--- config.mk ---
export PLATFORM = sky130hd
export DESIGN_NAME = seven_seg_scan_ctrl
export DESIGN_NICKNAME = d
export VERILOG_FILES = /design/src/rtl/seven_seg_pkg.sv /design/src/rtl/seven_seg_frame_buffer.sv /design/src/rtl/seven_seg_scan_ctrl.sv
export SDC_FILE = /design/constraint.sdc
export NUM_CORES = 1
export LEC_CHECK = 0
export CAP_MARGIN = 20
export CORE_MARGIN = 2
export CORE_UTILIZATION = 44
export DETAILED_ROUTE_END_ITERATION = 7
export MAX_ROUTING_LAYER = met4
export REMOVE_ABC_BUFFERS = 1
export SYNTH_ARGS = -nofsm -noshare
export SYNTH_HDL_FRONTEND = slang
export SYNTH_SLANG_ARGS = --single-unit
--- constraint.sdc ---
create_clock -name clk -period 12.25 [get_ports clk]
set_clock_uncertainty 0.2 [all_clocks]
set_input_delay 1.8375 -clock clk [delete_from_list [all_inputs] [get_ports clk]]
set_output_delay 1.8375 -clock clk [all_outputs]
set_load 0.02 [all_outputs]
--- src/rtl/seven_seg_pkg.sv ---
// Shared definitions for the seven-segment scan controller.
//   SEG_A..SEG_DP : bit positions of each segment inside an 8-bit pattern
//   scan_state_t  : scan FSM states (blank gap / digit drive)
//   hex_to_seg    : 4-bit hex nibble to lit-segment pattern (1 = lit)
package seven_seg_pkg;

    localparam int SEG_A  = 7;
    localparam int SEG_B  = 6;
    localparam int SEG_C  = 5;
    localparam int SEG_D  = 4;
    localparam int SEG_E  = 3;
    localparam int SEG_F  = 2;
    localparam int SEG_G  = 1;
    localparam int SEG_DP = 0;

    typedef enum logic {
        ST_BLANK = 1'b0,
        ST_DRIVE = 1'b1
    } scan_state_t;

    // Pattern layout: [7]=a ... [1]=g, [0]=dp; dp is never lit here.
    function automatic logic [7:0] hex_to_seg(input logic [3:0] hex);
        logic [7:0] pat;
        case (hex)
            4'h0: pat = 8'hFC;
            4'h1: pat = 8'h60;
            4'h2: pat = 8'hDA;
            4'h3: pat = 8'hF2;
            4'h4: pat = 8'h66;
            4'h5: pat = 8'hB6;
            4'h6: pat = 8'hBE;
            4'h7: pat = 8'hE0;
            4'h8: pat = 8'hFE;
            4'h9: pat = 8'hF6;
            4'hA: pat = 8'hEE;
            4'hB: pat = 8'h3E;
            4'hC: pat = 8'h9C;
            4'hD: pat = 8'h7A;
            4'hE: pat = 8'h9E;
            default: pat = 8'h8E;
        endcase
        return pat;
    endfunction

endpackage

--- src/rtl/seven_seg_frame_buffer.sv ---
// Double-buffered segment store.
//   clk, reset      : clock, async active-high reset
//   wr_en/wr_mask/wr_data : masked write into the pending buffer
//   copy            : frame-boundary strobe from the scan FSM
//   rd_idx/rd_data  : digit pattern read for the scanner
//   dirty           : pending holds writes not yet made active
module seven_seg_frame_buffer #(
    parameter int N_DIGITS = 8,
    parameter int IDX_W    = 3
) (
    input  logic                clk,
    input  logic                reset,
    input  logic                wr_en,
    input  logic [N_DIGITS-1:0] wr_mask,
    input  logic [7:0]          wr_data,
    input  logic                copy,
    input  logic [IDX_W-1:0]    rd_idx,
    output logic [7:0]          rd_data,
    output logic                dirty
);

    logic [N_DIGITS-1:0][7:0] pending;
    logic [N_DIGITS-1:0][7:0] active;
    logic                     do_copy;
    logic                     do_write;

    assign do_copy  = copy && dirty;
    assign do_write = wr_en && (|wr_mask);

    always_ff @(posedge clk or posedge reset) begin
        if (reset) begin
            pending <= '0;
            active  <= '0;
            dirty   <= 1'b0;
        end else begin
            // Copy samples pending before any same-cycle write lands.
            if (do_copy)
                active <= pending;
            for (int i = 0; i < N_DIGITS; i++)
                if (wr_en && wr_mask[i])
                    pending[i] <= wr_data;
            // A write coinciding with the copy keeps dirty set so it
            // is picked up at the following boundary.
            if (do_write)
                dirty <= 1'b1;
            else if (do_copy)
                dirty <= 1'b0;
        end
    end

    // Bypass so the first registered seg value of a frame already
    // reflects the buffer being copied at that same edge.
    assign rd_data = do_copy ? pending[rd_idx] : active[rd_idx];

endmodule

--- src/rtl/seven_seg_scan_ctrl.sv ---
// Time-multiplexed seven-segment scan controller.
//   clk, reset     : clock, async active-high reset
//   wr_en/wr_mask/wr_data : MCU masked pattern write (1 = lit)
//   brightness     : PWM on-time (brightness+1)/16 of each drive phase
//   seg            : segment pins, polarity by SEG_ACTIVE_LOW
//   dig            : one-hot digit enables, polarity by DIG_ACTIVE_LOW
//   frame_start    : pulse in the first drive cycle of digit 0
//   update_pending : written data not yet shown
module seven_seg_scan_ctrl
    import seven_seg_pkg::*;
#(
    parameter int N_DIGITS       = 8,
    parameter int DIGIT_CYCLES   = 6144,
    parameter int BLANK_CYCLES   = 64,
    parameter int SEG_ACTIVE_LOW = 1,
    parameter int DIG_ACTIVE_LOW = 1
) (
    input  logic                clk,
    input  logic                reset,
    input  logic                wr_en,
    input  logic [N_DIGITS-1:0] wr_mask,
    input  logic [7:0]          wr_data,
    input  logic [3:0]          brightness,
    output logic [7:0]          seg,
    output logic [N_DIGITS-1:0] dig,
    output logic                frame_start,
    output logic                update_pending
);

    localparam int CNT_MAX = (DIGIT_CYCLES > BLANK_CYCLES) ? DIGIT_CYCLES : BLANK_CYCLES;
    localparam int CNT_W   = $clog2(CNT_MAX + 1);
    localparam int ON_W    = $clog2(DIGIT_CYCLES + 1);
    localparam int IDX_W   = (N_DIGITS > 1) ? $clog2(N_DIGITS) : 1;

    localparam logic [CNT_W-1:0]    BLANK_LAST = CNT_W'(BLANK_CYCLES - 1);
    localparam logic [CNT_W-1:0]    DRIVE_LAST = CNT_W'(DIGIT_CYCLES - 1);
    localparam logic [ON_W-1:0]     ON_STEP    = ON_W'(DIGIT_CYCLES / 16);
    localparam logic [IDX_W-1:0]    IDX_LAST   = IDX_W'(N_DIGITS - 1);
    localparam logic [7:0]          SEG_OFF    = (SEG_ACTIVE_LOW != 0) ? 8'hFF : 8'h00;
    localparam logic [N_DIGITS-1:0] DIG_OFF    = (DIG_ACTIVE_LOW != 0) ? '1 : '0;

    scan_state_t         state_q, state_d;
    logic [IDX_W-1:0]    idx_q, idx_d;
    logic [CNT_W-1:0]    cnt_q, cnt_d, cnt_nx;
    logic [ON_W-1:0]     on_q, on_d, on_new;
    logic [7:0]          lit_d;
    logic [N_DIGITS-1:0] dig_en_d;
    logic                fs_d;
    logic                copy;
    logic [7:0]          rd_data;

    seven_seg_frame_buffer #(
        .N_DIGITS (N_DIGITS),
        .IDX_W    (IDX_W)
    ) u_fbuf (
        .clk     (clk),
        .reset   (reset),
        .wr_en   (wr_en),
        .wr_mask (wr_mask),
        .wr_data (wr_data),
        .copy    (copy),
        .rd_idx  (idx_q),
        .rd_data (rd_data),
        .dirty   (update_pending)
    );

    // Max result is 16*(DIGIT_CYCLES/16) = DIGIT_CYCLES, fits ON_W.
    assign on_new = ON_W'({1'b0, brightness} + 5'd1) * ON_STEP;
    assign cnt_nx = cnt_q + CNT_W'(1);

    // Outputs are computed for the next cycle and registered, so seg,
    // dig and frame_start all switch together on one edge.
    always_comb begin
        state_d  = state_q;
        idx_d    = idx_q;
        cnt_d    = cnt_nx;
        on_d     = on_q;
        lit_d    = '0;
        dig_en_d = '0;
        fs_d     = 1'b0;
        copy     = 1'b0;
        case (state_q)
            ST_BLANK: begin
                if (cnt_q == BLANK_LAST) begin
                    state_d  = ST_DRIVE;
                    cnt_d    = '0;
                    on_d     = on_new;
                    dig_en_d = N_DIGITS'(1) << idx_q;
                    // on_new >= 2 always, so drive cycle 0 is lit.
                    lit_d    = rd_data;
                    if (idx_q == '0) begin
                        fs_d = 1'b1;
                        copy = 1'b1;
                    end
                end
            end
            ST_DRIVE: begin
                if (cnt_q == DRIVE_LAST) begin
                    state_d = ST_BLANK;
                    cnt_d   = '0;
                    idx_d   = (idx_q == IDX_LAST) ? '0 : idx_q + IDX_W'(1);
                end else begin
                    dig_en_d = N_DIGITS'(1) << idx_q;
                    if (cnt_nx < CNT_W'(on_q))
                        lit_d = rd_data;
                end
            end
            default: begin
                state_d = ST_BLANK;
                cnt_d   = '0;
            end
        endcase
    end

    always_ff @(posedge clk or posedge reset) begin
        if (reset) begin
            state_q     <= ST_BLANK;
            idx_q       <= '0;
            cnt_q       <= '0;
            on_q        <= '0;
            seg         <= SEG_OFF;
            dig         <= DIG_OFF;
            frame_start <= 1'b0;
        end else begin
            state_q     <= state_d;
            idx_q       <= idx_d;
            cnt_q       <= cnt_d;
            on_q        <= on_d;
            seg         <= lit_d ^ SEG_OFF;
            dig         <= dig_en_d ^ DIG_OFF;
            frame_start <= fs_d;
        end
    end

endmodule

==> results of run 1 <==
## synthesized netlist by cell type (all sizes together), types with 5 or more instances
library cell  number
nor2               5
inv               14
ha                17
buf               13
nand2             45
dfstp             16
o21ai             12
mux4              24
o211ai             8
nand3             15
xnor2             12
clkbuf             5
and4               5
dfrtp            153
mux2             129
xor2               7
## layer usage
| metal | vias to the layer above | global-route usage [%] |
|---|---|---|
| li1 | 1946 | - |
| met1 | 2159 | 21.78 |
| met2 | 50 | 31.11 |
| met3 | 14 | 5.404 |
| met4 | 0 | 4.374 |
| met5 | - | - |
## worst paths after layout
check | from | to | depth (start not counted)
hold reg to reg | u_fbuf.pending[56]$_DFFE_PP0P_ | u_fbuf.active[56]$_DFFE_PP0N_ | 1
min in group asynchronous | reset | u_fbuf.active[10]$_DFFE_PP0N_ | 2
max in group asynchronous | reset | u_fbuf.active[39]$_DFFE_PP0N_ | 4
setup reg to reg | cnt_q[0]$_DFF_PP0_ | seg[6]$_DFF_PP1_ | 9
hold / removal | u_fbuf.pending[56]$_DFFE_PP0P_ | u_fbuf.active[56]$_DFFE_PP0N_ | 1
setup / recovery | brightness[0] | on_q[12]$_DFFE_PP0P_ | 9
## power by group
group          total [mW]  switching [mW]  leakage (nW)  internal, mW
Sequential          0.607          0.0173          2.12         0.589
Clock               0.522           0.242         0.280         0.279
Combinational      0.0774          0.0347          1.54        0.0427
Total                1.21           0.294          3.93         0.912
## worst max-delay path: stages
cell and delay (ns):
clkdlybuf4s50_1 0.61, ha_1 0.23, xor2_1 0.24, ha_1 0.27
a21oi_1 0.22, o21bai_1 0.13, a21oi_1 0.19, xnor2_1 0.07
mux2_2 0.26
## layout make-up
cell class / count / area [µm²] / area share [%]
Clock buffer: 19 / 452.9 / 5.234
Multi-Input combinational cell: 310 / 3037 / 35.09
Inverter: 15 / 61.31 / 0.7085
Sequential cell: 169 / 4250 / 49.12
Clock inverter: 13 / 126.4 / 1.460
Timing Repair Buffer: 44 / 450.4 / 5.205
Tap cell: 220 / 275.3 / 3.181
## cells by family (layout without fill, tap and decap cells)
group	after synthesis	in the layout	synth area share, %
DFF	169	169	57.17
xor gates and xnor gates	19	19	2.239
adders and majority gates	17	17	2.862
buffers and inverters	33	91	2.070
and+or+nand+nor	91	91	6.027
AOI/OAI and AO/OA	30	30	2.811
muxes	153	153	26.82
## cell usage in the layout, fill, tap and decap left out, types with 4 or more instances in the layout
cell type,count
dfrtp_1,152
clkdlybuf4s50_1,40
xnor2_1,12
nor2_1,5
clkbuf_16,17
o21ai_0,11
and2_1,4
xor2_1,7
mux2_1,64
inv_6,5
nand2_1,45
mux2_2,65
nor2b_1,4
inv_1,13
and4_1,5
dfstp_2,16
mux4_2,24
ha_1,17
nand3_1,14
o211ai_1,8
## metrics by stage
stage	util [%]	instances	cell area, µm²
after floorplan	-	494	7335
after global placement	48.69	757	8046
after detailed placement	48.69	757	8046
after CTS	52.20	789	8626
after global routing	52.37	790	8653
final	52.37	790	8653
## registers in the layout, indices dropped and copies added (netlist names)
| signal | cells |
|---|---|
| cnt_q | 13 |
| idx_q | 3 |
| u_fbuf.dirty | 1 |
| on_q | 6 |
| frame_start | 1 |
| u_fbuf.active | 64 |
| seg | 8 |
| state_q | 1 |
| dig | 8 |
| u_fbuf.pending | 64 |
==> summary.txt, run 1 <==
Run status
  – Status: complete, no violations

Floorplan
  – IO Pins: 41
  – Die Y: 134.0 µm
  – Die ar.: 0.01795 mm²
  – Core Area: 0.01652 mm²
  – Die width: between 100 and 150 µm
  – Starting Density: 44.98%
  – FP Rows: 47

Clock tree
  – # Post-CTS Setup Buffers: 0
  – CTS H-Tree Depth: 4
  – Root Buffer Master: clkbuf_16
  – Post-CTS Resized: 0
  – Clock Tree Buf Depth: 2
  – CTS buffer count: 17
  – Hold Buf Count CTS: 0
  – Clock Pin Slew Worst Setup and Hold Paths: 0.07 ns
  – CTS tree: built
  – Worst-skew pair later-pin latency: 0.43 ns
  – TritonCTS Sinks: ~170

Timing
  – Worst-Margin Slew: 1.050 ns
  – Max Transition Viols Final: 0
  – Worst rel slew slack: 30.00%
  – RSZ-0062 raised after global routing: false
  – Final count of negative-setup-slack endpoints: 0
  – Post-route setup slack: 8.286 ns
  – Final worst-path cycle share: 32.36%
  – Final Hold Vio Count: 0
  – Fmax: 0.2522 GHz
  – Setup tns final: 0 ns
  – Min Hold Slack: 0.2810 ns
  – Minimum clock period: 3.964 ns

Placed design
  – Port buffer count: 40
  – DP HPWL: about 9000 µm
  – Placement Setup Slack: 7.867 ns
  – Placer Congestion: 0.8124

Final layout
  – Area grow syn2layout: 16.43%
  – FILL cells: 1416
  – Layout cells sized above 1: 25.44%
  – Ant diodes: 0
  – Total Nets Final: 597

Synth
  – Synth Register Bits: 169
  – Cell count after synthesis: 512
  – Yosys top cell area share: 51.52%
  – Leading area contributor after synthesis: dfrtp_1
  – Asr flop ratio synth: 100.0%
  – Most used DFF post-synth: dfrtp_1
  – Mean post-synth cell area: about 15 µm²
  – Sequential area share after synthesis: 57.17%
  – Synth top area cells: dfrtp_1 (52%), mux2_2 (9.8%), mux2_1 (9.7%), mux4_2 (7.3%), dfstp_2 (5.7%)
  – Distinct cells, synth: 39
  – Syn. warnings: 0
  – Post-synth EDFFs: 0
  – Synth Cell Area: 0.007432 mm²

Route
  – Via-to-Cell Ratio: 5.277
  – Top sig layer: met4
  – Met3 wire len: 542 µm
  – Vias: 4169
  – Remaining DRCs: 0
  – WL/cell: 18.41 µm
  – Total iterations of the first detailed-routing run: 4
  – Routed wire length: ~15000 µm
  – DRT iter0 DRCs: between 150 and 200
  – DRT met1 WL: roughly 6300 µm
  – Routed met2 length: 7598 µm
  – Antenna-violating nets left: 0

Job
  – Max-Cap Viols: 0

Worst setup path
  – Kind of critical path: in -> reg
  – Crit Path Max Fanout: 6
  – Startpoint Class: input port
  – Worst reg2reg setup slack: 8.83 ns
  – Worst path arrival time: between 4 and 5 ns
  – Crit. End Element: register
  – Worst Path Required: between 10 and 15 ns

Global routing
  – Initial antenna violation count: 0
  – Global route overflow: 0
  – Largest net degree at the start of global routing: 112
  – First-pass GRT wire length: 24060 µm
  – Number of global-route vias before repair: 4518
  – Tot GR Track Use: between 10% and 20%

Hold path
  – Hold Crit Class: reg -> reg

Power and ir drop
  – VDD IR max: 0.1085 mV
  – Pwr Density: 139.3 mW/mm²
  – Total chip power: around 1.2 mW
  – Pleak: just under 4 nW
No activity file was read; power rests on OpenSTA's default activity.
==> run 2, diff against run 1 <==
==> constraint.sdc (replaced) <==
create_clock -name clk -period 3.9 [get_ports clk]
set_clock_uncertainty 0.2 [all_clocks]
set_input_delay 0.585 -clock clk [delete_from_list [all_inputs] [get_ports clk]]
set_output_delay 0.585 -clock clk [all_outputs]
set_load 0.02 [all_outputs]
==> run 2 against run 1 <==
  * Clock power grew to 3.4 times the previous value
  * Cell count grew 0.38%
  * Critical path type is now reg -> reg
  * Final area grew 0.77%
  * First-iteration DRC count grew 2.5%
  * Wire length grew 0.30%
  * Combinational power grew to 3.2 times the previous value
==> summary.txt, run 2 (synthesis gave the netlist of run 1 again) <==
Timing
  – Final Hold Vio Count: 0
  – Minimum clock period: 3.134 ns
  – Min Hold Slack: 0.2822 ns
  – Worst-Margin Slew: 1.035 ns
  – Final count of negative-setup-slack endpoints: 0
  – Setup tns final: 0 ns
  – Fmax: 0.3191 GHz
  – Max Transition Viols Final: 0
  – RSZ-0062 raised after global routing: false
  – Worst rel slew slack: 31.01%
  – Post-route setup slack: around 0.77 ns
  – Final worst-path cycle share: roughly four fifths

Power and ir drop
  – Share of power burned in registers: 48.8%
  – Pwr Density: 448.6 mW/mm²
  – Pleak: 3.968 nW
  – Switch Pwr: between 800 and 900 µW
  – P_int: 3.053 mW
  – Clk pwr share: 45.0%
  – Combinational share of power: 6.2%
  – Switching Fraction: 21.94%
  – VDD IR max: 0.3119 mV

Job
  – Max-Cap Viols: 0

Placed design
  – Placement Setup Slack: 0.7290 ns
  – Placer Congestion: 0.8202
  – DP HPWL: a little over 9000 µm
  – Placed cell areas: 0.008089 mm²
  – Port buffer count: 40

Final layout
  – Area grow syn2layout: 17.32%
  – Utilization after layout: 52.77%
  – Regs by FF count: u_fbuf.active: 64 flops, u_fbuf.pending: 64 flops, cnt_q: 13 flops
  – Cell area after layout: 0.008720 mm²
  – Ant diodes: 0
  – Total Nets Final: 600
  – Most common cell after layout, fill and taps aside: dfrtp_1
  – Layout cells sized above 1: 25.83%
  – Most frequent cells in the layout: dfrtp_1 (152), mux2_2 (65), mux2_1 (64)
  – FILL cells: between 1000 and 1500

Route
  – Via-to-Cell Ratio: approximately 5.3
  – DRT iter0 DRCs: 204
  – Remaining DRCs: 0
  – Routed wire length: roughly 15000 µm
  – Vias: 4239
  – Total iterations of the first detailed-routing run: 4
  – Antenna-violating nets left: 0
  – WL/cell: 18.40 µm

Global routing
  – Tot GR Track Use: 18.30%
  – Largest net degree at the start of global routing: 84
  – Global route overflow: 0
  – Initial antenna violation count: 0
  – First-pass GRT wire length: 24280 µm
  – Number of global-route vias before repair: 4524

Clock tree
  – Root Buffer Master: clkbuf_16
  – CTS buffer count: 17
  – CTS tree: built
  – Post-CTS Resized: 0
  – Hold Buf Count CTS: 0
  – Clock Tree Buf Depth: 2
  – TritonCTS Sinks: roughly 170
  – Clock Pin Slew Worst Setup and Hold Paths: 0.07 ns
  – # Post-CTS Setup Buffers: 0
  – CTS H-Tree Depth: 4
  – Worst-skew pair later-pin latency: 0.42 ns

Floorplan
  – Die width: 134.0 µm
  – Core Area: 0.01652 mm²
  – Die ar.: 0.01795 mm²
  – IO Pins: 41
  – Starting Density: 44.98%
  – Die Y: 134.0 µm
  – FP Rows: 47

Worst setup path
  – Worst path top cell family by delay: compound AO/OA/AOI/OAI gates
  – Startpoint Class: register
  – Crit. End Element: register
  – CP cell instances: ha_1 > and4_1 > nand3_1 > xnor2_1 > ha_1 > a211oi_1 > o21bai_1 > o41ai_4 > o211ai_1
  – Most used cell, CP: ha_1
  – Worst Path Required: 4.00 ns
  – Slowest cell on crit path: o41ai_4
  – Crit Path Max Fanout: 8
  – Worst path arrival time: 3.23 ns
  – Worst path bufs/invs: 0
  – Kind of critical path: reg -> reg
  – Critical path's largest stage delay: 0.67 ns

Run status
  – Status: complete, no violations

Hold path
  – Hold Crit Class: reg -> reg
==> run 2: cell types whose count changed in the layout (fill, tap and decap cells not counted), sizes merged <==
cell / previous run / this run
clkbuf: 19 / 20
inv: 21 / 16
bufinv: 0 / 3
buf: 4 / 7
clkinvlp: 2 / 3
==> run 2: per-layer routing <==
metal,global-route usage (%),wire length (µm),vias up
li1,-,-,1942
met1,22.24,6365,2228
met2,30.34,7518,51
met3,4.800,499,18
met4,5.201,204,0
met5,-,0,-
==> run 2: path summary, 6_finish.rpt <==
check | slack, ns | endpoint | startpoint | cells past startpoint
worst min-delay path | 0.28 | u_fbuf.active[57]$_DFFE_PP0N_ | u_fbuf.pending[57]$_DFFE_PP0P_ | 1
worst min register to register | 0.28 | u_fbuf.active[57]$_DFFE_PP0N_ | u_fbuf.pending[57]$_DFFE_PP0P_ | 1
worst max-delay path | 0.77 | seg[2]$_DFF_PP1_ | cnt_q[0]$_DFF_PP0_ | 9
worst max register to register | 0.77 | seg[2]$_DFF_PP1_ | cnt_q[0]$_DFF_PP0_ | 9
max in group asynchronous | 2.16 | dig[1]$_DFF_PP1_ | reset | 3
min in group asynchronous | 0.48 | u_fbuf.active[10]$_DFFE_PP0N_ | reset | 2
==> run 2: final cells by class <==
type	count	area, µm²	area share [%]
Clock buffer	20	466.7	5.352
Clock inverter	12	163.9	1.880
Inverter	15	61.31	0.7031
Multi-Input combinational cell	310	3037	34.83
Sequential cell	169	4250	48.74
Tap cell	220	275.3	3.157
Timing Repair Buffer	47	465.4	5.338
==> run 2: metrics by stage <==
| step | total power, mW | cells |
|---|---|---|
| after floorplan | 2.090 | 494 |
| after global placement | 2.175 | 761 |
| after detailed placement | 2.188 | 761 |
| after CTS | 3.955 | 793 |
| after global routing | 4.071 | 793 |
| final | 3.911 | 793 |
==> run 2: power groups by stage <==
stage | combinational [mW] | sequential (mW) | clock (mW)
floorplan | 0.172 | 1.92 | 0
global placement | 0.243 | 1.93 | 0
detailed placement | 0.250 | 1.94 | 0
CTS | 0.251 | 1.91 | 1.80
global route | 0.274 | 1.92 | 1.88
finish | 0.244 | 1.91 | 1.76
==> run 2: worst reg2reg max path, stage by stage, from the launching register on <==
cell and delay, ns:
dfrtp_1 0.39, ha_1 0.22, and4_1 0.33, nand3_1 0.17, xnor2_1 0.16, ha_1 0.29, a211oi_1 0.22, o21bai_1 0.16
o41ai_4 0.67, o211ai_1 0.20
==> run 3, diff against run 2 <==
==> constraint.sdc (replaced) <==
create_clock -name clk -period 2.55 [get_ports clk]
set_clock_uncertainty 0.2 [all_clocks]
set_input_delay 0.3825 -clock clk [delete_from_list [all_inputs] [get_ports clk]]
set_output_delay 0.3825 -clock clk [all_outputs]
set_load 0.02 [all_outputs]
==> run 3 against run 2 <==
  * Via count grew 3.7%
  * Final area is 3.5% higher
  * Worst setup slack worse by 0.88 ns
  * Sequential power is 53% higher
  * Register-to-register slack worse by 0.88 ns
  * The run now ends with setup timing left
  * Critical path type unchanged
  * Highest routed layer unchanged
  * Global-route usage grew 0.45 points
  * Clock-buffer cell count unchanged
  * Utilization rose by 1.8 points
  * Die area stayed put
  * Power rose by 48%
==> summary.txt, run 3 (synthesis gave the netlist of run 1 again) <==
Run status
  – Status: complete, but fails checks
  – Failing checks: setup timing

Hold path
  – Hold Crit Class: in -> async

Placed design
  – Placer Congestion: about 0.84
  – Placed cell areas: around 0.0084 mm²
  – DP HPWL: 9923 µm
  – Placement Setup Slack: -0.1892 ns
  – Port buffer count: 40

Worst setup path
  – Crit Path Max Fanout: 8
  – Critical path's largest stage delay: about 0.38 ns
  – Worst Path Required: between 2 and 3 ns
  – Startpoint Class: register
  – Worst path arrival time: between 2 and 3 ns
  – Worst path bufs/invs: 1
  – Kind of critical path: reg -> reg
  – Worst path top cell family by delay: compound AO/OA/AOI/OAI gates
  – CP cell instances: ha_2 > and4_4 > nand4_1 > xnor2_2 > ha_1 > and4_1 > o21ai_2 > a41oi_2 > o41ai_4 > buf_12 > o211ai_1
  – Slowest cell on crit path: o41ai_4
  – Crit. End Element: register

Clock tree
  – Clock Pin Slew Worst Setup and Hold Paths: 0.06 ns
  – CTS H-Tree Depth: 4
  – CTS buffer count: 17
  – TritonCTS Sinks: 169
  – Clock Tree Buf Depth: 2
  – Hold Buf Count CTS: 0
  – Root Buffer Master: clkbuf_16
  – CTS tree: built
  – Worst-skew pair later-pin latency: around 0.43 ns

Floorplan
  – FP Rows: 47
  – Core Area: about 0.017 mm²
  – Die ar.: 0.01795 mm²
  – Die Y: 134.0 µm
  – Starting Density: about 45%
  – Die width: 134.0 µm
  – IO Pins: 41

Final layout
  – Area grow syn2layout: 21.41%
  – Register area: about 0.0043 mm²
  – Area taken by multi-input logic gates: about 0.0031 mm²
  – Most frequent cells in the layout: dfrtp_1 (152), mux2_2 (65), mux2_1 (64)
  – Most common cell after layout, fill and taps aside: dfrtp_1
  – Cell area after layout: 0.009024 mm²
  – FILL cells: 1352
  – Utilization after layout: 54.61%
  – Layout cells sized above 1: a little under a third
  – Regs by FF count: u_fbuf.active: 64 flops, u_fbuf.pending: 64 flops, cnt_q: 13 flops
  – Ant diodes: 0
  – Total Nets Final: 637

Route
  – Routed wire length: 15210 µm
  – WL/cell: 18.32 µm
  – Via-to-Cell Ratio: approximately 5.3
  – DRT iter0 DRCs: roughly 190
  – Total iterations of the first detailed-routing run: 4
  – Vias: 4395
  – Remaining DRCs: 0
  – Antenna-violating nets left: 0

Power and ir drop
  – Share of power burned in registers: about half
  – Pwr Density: 639.7 mW/mm²
  – Switching Fraction: 23.07%
  – VDD IR max: 0.5037 mV
  – Switch Pwr: 1.332 mW
  – P_int: 4.441 mW
  – Clk pwr share: a little over two fifths
  – Combinational share of power: 7.0%
  – Pleak: 4.145 nW

Timing
  – Min Hold Slack: approximately 0.16 ns
  – Final count of negative-setup-slack endpoints: 8
  – Final worst-path cycle share: 104.3%
  – Setup tns final: -0.7333 ns
  – Post-route setup slack: -0.1094 ns
  – Final Hold Vio Count: 0
  – Minimum clock period: 2.659 ns
  – Max Transition Viols Final: 0
  – Fmax: 0.3760 GHz
  – Worst rel slew slack: 59.86%
  – Worst-Margin Slew: ~0.60 ns
  – RSZ-0062 raised after global routing: true

Global routing
  – Number of global-route vias before repair: 4611
  – Largest net degree at the start of global routing: 53
  – Initial antenna violation count: 0
  – First-pass GRT wire length: 24500 µm
  – Global route overflow: 0
  – Tot GR Track Use: 18.75%

Job
  – Max-Cap Viols: 0
run 3: cell types whose count changed in the layout (fill, tap and decap cells not counted), moves of 2 or more:
| cell | delta |
|---|---|
| nand3_2 | +2 |
| clkbuf_1 | +2 |
| clkbuf_8 | -2 |
| xnor2_2 | +2 |
| buf_12 | +3 |
| bufinv_16 | -2 |
| nand3_1 | -2 |
| xnor2_1 | -2 |
| buf_4 | +34 |
run 3: per-stage QoR:
step / cells / total power [mW]
3_5_place_dp: 795 / 3.378
5_1_grt: 830 / 5.995
4_1_cts: 827 / 5.842
2_1_floorplan: 494 / 3.196
6_report: 830 / 5.772
3_3_place_gp: 795 / 3.354
run 3: power groups by stage:
stage	Clock [mW]	Sequential, mW	Combinational (mW)
after floorplan	0	2.93	0.263
after global placement	0	2.96	0.398
after detailed placement	0	2.97	0.412
after CTS	2.51	2.92	0.414
after global routing	2.61	2.94	0.446
final	2.45	2.92	0.403
run 3: final timing paths:
kind	start	endpoint	slack, ns	cells past startpoint
worst max-delay path	cnt_q[0]$_DFF_PP0_	seg[0]$_DFF_PP1_	-0.11	11
worst min-delay path	reset	u_fbuf.active[18]$_DFFE_PP0N_	0.16	2
worst max register to register	cnt_q[0]$_DFF_PP0_	seg[0]$_DFF_PP1_	-0.11	11
worst min register to register	u_fbuf.pending[52]$_DFFE_PP0P_	u_fbuf.active[52]$_DFFE_PP0N_	0.28	1
max in group asynchronous	reset	seg[0]$_DFF_PP1_	1.29	3
min in group clk	u_fbuf.pending[52]$_DFFE_PP0P_	u_fbuf.active[52]$_DFFE_PP0N_	0.28	1
run 3: area by class of cell:
| class | count | area share, % |
|---|---|---|
| sequential | 169 | 47.10 |
| multi-input combinational | 310 | 34.28 |
| timing repair buffer | 84 | 8.652 |
| clock buffer | 20 | 4.950 |
| tap | 220 | 3.050 |
| clock inverter | 12 | 1.290 |
| inverter | 15 | 0.6794 |
run 3: layer usage:
metal | GRT usage [%] | wire (µm) | part of all wire, %
met1 | 21.35 | 6157 | 40
met2 | 33.19 | 8422 | 55
met3 | 4.422 | 462 | 3.0
met4 | 5.142 | 166 | 1.1
met5 | - | 0 | 0
run 3: timing repair:
action | CTS | global route
setup buffers | 0 | 3
resized for setup | 6 | 7
endpoints found under the setup margin | 8 | 8
pin swaps | 5 | 9
run 3: worst register-to-register path, stage by stage (launching register included):
cell and delay (ns):
dfrtp_1 0.36, ha_2 0.19, and4_4 0.23, nand4_1 0.15, xnor2_2 0.19, ha_1 0.31, and4_1 0.16, o21ai_2 0.06
a41oi_2 0.07, o41ai_4 0.38, buf_12 0.18, o211ai_1 0.09
